File: config.mk
export PLATFORM = sky130hd
export DESIGN_NAME = serial_addsub
export DESIGN_NICKNAME = d
export VERILOG_FILES = /design/src/rtl/serial_addsub.sv
export SDC_FILE = /design/constraint.sdc
export NUM_CORES = 1
export LEC_CHECK = 0
export BUFFER_PORTS_ARGS = -buffer_cell sky130_fd_sc_hd__buf_2
export CAP_MARGIN = 20
export CORE_MARGIN = 4
export CORE_UTILIZATION = 50
export DETAILED_ROUTE_END_ITERATION = 10
export PLACE_DENSITY = 0.8
export SLEW_MARGIN = 5
export SYNTH_ARGS = -nofsm -noshare
export SYNTH_HDL_FRONTEND = slang
export SYNTH_SLANG_ARGS = --single-unit
File: constraint.sdc
create_clock -name clk -period 1.7 [get_ports clk]
set_input_delay 0.255 -clock clk [delete_from_list [all_inputs] [get_ports clk]]
set_output_delay 0.255 -clock clk [all_outputs]
set_load 0.005 [all_outputs]
File: src/rtl/serial_addsub.sv
// Bit-serial adder/subtractor: one bit per clock, LSB first, fixed WIDTH+1 cycle latency.
// Optional feature: define SERIAL_ADDSUB_OVF_EN to produce the signed overflow flag.
module serial_addsub #(
  parameter int WIDTH = 8
) (
  input  logic             clk,
  input  logic             reset,
  input  logic             start,
  input  logic [WIDTH-1:0] a,
  input  logic [WIDTH-1:0] b,
  input  logic             op,
  output logic             busy,
  output logic             done,
  output logic [WIDTH-1:0] result,
  output logic             cout,
  output logic             overflow
);

  localparam int CW = (WIDTH > 2) ? $clog2(WIDTH) : 1;
  localparam logic [CW-1:0] LAST_BIT = CW'(WIDTH - 1);
  localparam logic [CW-1:0] CNT_ONE  = CW'(1);

  typedef enum logic [1:0] {
    IDLE = 2'd0,
    RUN  = 2'd1,
    DONE = 2'd2
  } state_t;

  state_t           state_q, state_d;
  logic [WIDTH-1:0] a_q, a_d;
  logic [WIDTH-1:0] b_q, b_d;
  logic             op_q, op_d;
  logic             c_q, c_d;
  logic [CW-1:0]    cnt_q, cnt_d;
  logic [WIDTH-1:0] sh_q, sh_d;
  logic             busy_q, busy_d;
  logic             done_q, done_d;
  logic [WIDTH-1:0] result_q, result_d;
  logic             cout_q, cout_d;
  logic             ovf_q, ovf_d;
  logic             bx_s, sum_s, carry_s;

  assign busy     = busy_q;
  assign done     = done_q;
  assign result   = result_q;
  assign cout     = cout_q;
  assign overflow = ovf_q;

  // Next-state, datapath and registered-output logic.
  always_comb begin
    state_d  = state_q;
    a_d      = a_q;
    b_d      = b_q;
    op_d     = op_q;
    c_d      = c_q;
    cnt_d    = cnt_q;
    sh_d     = sh_q;
    result_d = result_q;
    cout_d   = cout_q;
    ovf_d    = ovf_q;
    busy_d   = 1'b0;
    done_d   = (state_q == DONE) ? 1'b1 : 1'b0;

    bx_s    = b_q[0] ^ op_q;
    sum_s   = a_q[0] ^ bx_s ^ c_q;
    carry_s = (a_q[0] & bx_s) | (bx_s & c_q) | (c_q & a_q[0]);

    case (state_q)
      IDLE, DONE: begin
        if (start) begin
          state_d = RUN;
          busy_d  = 1'b1;
          a_d     = a;
          b_d     = b;
          op_d    = op;
          c_d     = op;
          cnt_d   = {CW{1'b0}};
          sh_d    = {WIDTH{1'b0}};
        end else begin
          state_d = IDLE;
        end
      end
      RUN: begin
        a_d   = {1'b0, a_q[WIDTH-1:1]};
        b_d   = {1'b0, b_q[WIDTH-1:1]};
        c_d   = carry_s;
        sh_d  = {sum_s, sh_q[WIDTH-1:1]};
        cnt_d = cnt_q + CNT_ONE;
        if (cnt_q == LAST_BIT) begin
          // Last bit: c_q is the carry into the MSB, carry_s the carry out of it.
          state_d  = DONE;
          result_d = {sum_s, sh_q[WIDTH-1:1]};
          cout_d   = carry_s;
`ifdef SERIAL_ADDSUB_OVF_EN
          ovf_d    = c_q ^ carry_s;
`else
          ovf_d    = 1'b0;
`endif
        end else begin
          state_d = RUN;
          busy_d  = 1'b1;
        end
      end
      default: begin
        state_d = IDLE;
      end
    endcase
  end

  // State and output registers with synchronous reset.
  always_ff @(posedge clk) begin
    if (reset) begin
      state_q  <= IDLE;
      a_q      <= {WIDTH{1'b0}};
      b_q      <= {WIDTH{1'b0}};
      op_q     <= 1'b0;
      c_q      <= 1'b0;
      cnt_q    <= {CW{1'b0}};
      sh_q     <= {WIDTH{1'b0}};
      busy_q   <= 1'b0;
      done_q   <= 1'b0;
      result_q <= {WIDTH{1'b0}};
      cout_q   <= 1'b0;
      ovf_q    <= 1'b0;
    end else begin
      state_q  <= state_d;
      a_q      <= a_d;
      b_q      <= b_d;
      op_q     <= op_d;
      c_q      <= c_d;
      cnt_q    <= cnt_d;
      sh_q     <= sh_d;
      busy_q   <= busy_d;
      done_q   <= done_d;
      result_q <= result_d;
      cout_q   <= cout_d;
      ovf_q    <= ovf_d;
    end
  end

endmodule

==> impl_results.md <==
- DRT Pass-1 Iters: 4
- Status: completed
- Critical path's slowest cell: and3b_1
- Peak supply drop: around 0.00067 V
- FF+latch area: roughly 800 µm²
- ANT nets after route: 0
- Seq pwr share: between 50 and 60%
- Average cell area after synthesis: between 8 and 9 µm²
- Ys Warns: 0
- Top cell type's share of synthesized area: around half
- Placed cells: 234
- Fill cells: around 260
- Setup CP Type: reg -> reg
- Num Clock Sinks: 40
- Worst-path cell chain: ha_1, ha_1, and3b_1, nor2_1, a211oi_1
- CTS clk-pin slew, worst paths: 110 ps
- Setup tns final: 0 ps
- Global route total overflow: 0
- Port bufs: 30
- Count of state elements after synthesis: 40
- Max Slew Vio Count: 0
- Initial core utilization: 54.5%
- Leak pwr: between 0.7 and 0.8 nW
- Minimum clock period: about 1500 ps
- CP peak stage delay: ~420 ps
- Max_slew headroom: 54.8%
- Via density: approximately 5.6
- Syn nets: about 200
- Number of global-route vias before repair: about 1300
- DP HPWL: about 2.2 mm
- Final setup viols: 0
- # DRC: 0
- Core Area: around 2900 µm²
- Cts bufs inserted: 5
- Hold-critical path depth: 3
- Main combinational cell family by area after synthesis: simple AND/OR/NAND/NOR gates
- Adder-cell area share of the yosys netlist: 2.90%
- Die Ht: between 60 and 70 µm
- Net Sw Power: ~0.46 mW
- Min-delay worst type: in -> reg
- Internal cell power: 1.29 mW
- Die Footprint: a little over 4000 µm²
- Final period util: 89.0%
- Max clock buf depth: 2
- Wirelength per Cell: roughly 13 µm
- CP endpoint kind: flip-flop
- Rows: 19
- R2r worst-path depth: 5
- Fmax: about 660 MHz
- Mux cell area share after synthesis: 0%
- CP Data Required Time: slightly below 2000 ps
- Final #Nets: 234
- Diodes inserted: 0
- Unique masters post-synth: 26
- Yosys top cell by area: dfxtp_1
- Routed Wire Length: 3.13 mm
- Htree depth: 2
- Final RePlAce weighted congestion: 0.750
- Post-route clock skew: 9.06 ps
- Io pins: 32
- Fin cells: 243
- First-pass GRT wire length: about 5.4 mm
- Largest net degree at the start of global routing: roughly 40
- Crit path DAT: ~1800 ps
- Setup Buffers After CTS: 0
- Measured slew at the worst slew-check pin: just under 700 ps
- PwrDens: between 900 and 1000 nW/µm²
- Clock latency on the worst-skew pair: about 340 ps
- Crit start category: flip-flop
- Die W: 63.8 µm
- Initial antenna violation count: 0
- Max-cap violations: 0
- TritonCTS clock tree: done
- CTS Hold Bufs: 0
- Post-Syn Instances: ~180
- Worst Path Max Fanout: 11
- Multi-input logic area: roughly 660 µm²
- Via count: 1350
- Root buf cell: clkbuf_4
- CTS resizes: 0
- Syn-to-layout area delta: 15.1%
- Clk pwr share: approximately 29%
- Post-layout util: between 60% and 70%
- RSZ-0062 raised after global routing: no
- Overall Global Routing Usage: between 10% and 20%
- Drt initial violations: 42
- Synth area leaders: dfxtp_1, nor3_1, a21oi_1
- Sw Ratio: between 20% and 30%
- Compound-gate portion of the synthesized area: 14.5%
- Post-Synth Simple-Gate Area: about a quarter
- Synth Area in XOR/XNOR: 0.563%
- Post-Syn Area: approximately 1600 µm²
- Logic gate share of total power: 13.5%
- Hold Fails Final Rpt: 0
- Cell mode on critical path: ha_1
- Layout cells sized above 1: 22.2%
- Register area share after synthesis: 51.5%
cell families (layout without fill, tap and decap cells):
logic type      count (synthesis)  after routing
compound gates                 39             39
other cells                     1              1
buf+inv                        18             49
simple gates                   79             79
flops                          40             40
fa+ha+maj                       3              3
xor+xnor                        1              1
per-stage QoR:
stage          power (mW)  setup slack [ps]  area [µm²]  hold slack, ps
4_1_cts              1.76               175        1780             128
2_1_floorplan        1.20               405        1560             391
3_3_place_gp         1.25               233        1720             439
3_5_place_dp         1.26               194        1720             447
5_1_grt              1.85              47.6        1790             162
6_report             1.75               188        1790             150
power groups by stage:
stage          Clock, mW  Sequential [mW]  Combinational [mW]
3_3_place_gp           0             1.03               0.224
4_1_cts            0.518             1.01               0.233
2_1_floorplan          0             1.03               0.169
6_report           0.505             1.01               0.237
5_1_grt            0.561             1.02               0.269
3_5_place_dp           0             1.03               0.230
per-layer routing:
layer / track usage, % / up-vias / part of all wire [%]
li1: - / 690 / -
met1: 20.0 / 607 / 43
met2: 28.6 / 45 / 50
met3: 4.20 / 8 / 5.5
met4: 7.28 / 0 / 2.0
met5: 0 / - / 0
synthesized netlist by cell type:
| cell | n |
|---|---|
| ha_1 | 2 |
| buf_4 | 5 |
| a311oi_1 | 1 |
| o21a_1 | 1 |
| a21oi_1 | 20 |
| nor3b_1 | 1 |
| o22ai_1 | 14 |
| a211oi_1 | 2 |
| buf_2 | 6 |
| nand3b_1 | 1 |
| clkbuf_1 | 4 |
| nor3_1 | 26 |
| clkbuf_2 | 1 |
| dfxtp_1 | 40 |
| nand2_1 | 26 |
| inv_1 | 2 |
| a31oi_1 | 1 |
| and2b_1 | 1 |
| nand3_1 | 13 |
| conb_1 | 1 |
| nor2b_1 | 1 |
| nand2b_1 | 5 |
| fa_1 | 1 |
| xnor2_1 | 1 |
| and3b_1 | 1 |
| nor2_1 | 4 |
critical path, delay by kind of cell (launching register included):
kind	cells	cell delay [ps]
compound gates	1	220
simple gates	2	490
fa+ha+maj	2	340
flops	1	370
placed cells by master, fill, tap and decap left out, types with 4 or more instances in the layout:
master    count
dfxtp_1      40
o22ai_1      14
nand3_1      13
nand2_1      26
nor3_1       26
buf_4         9
buf_2        30
clkbuf_4      5
nor2_1        4
nand2b_1      5
a21oi_1      20
layout make-up:
type | instances | share of cell area, %
clock buffers | 6 | 2.87
clock inverters | 2 | 0.839
inverters | 2 | 0.419
multi-input cells | 123 | 36.8
flip-flops and latches | 40 | 44.7
well taps | 31 | 2.17
repair buffers | 39 | 12.2
sequential cells by signal, indices dropped and copies added (netlist names):
signal	count
a_q	8
b_q	8
result	8
sh_q	7
cnt_q	3
state_q	2
c_q	1
cout	1
done	1
op_q	1
path summary, 6_finish.rpt:
path / to / slack (ps) / from
worst min-delay path: a_q[7] / 150 / a[7]
worst max register to register: result[7] / 190 / cnt_q[0]
worst max-delay path: result[7] / 190 / cnt_q[0]
worst min register to register: result[5] / 460 / result[5]
(Power assumes the default switching activity.)
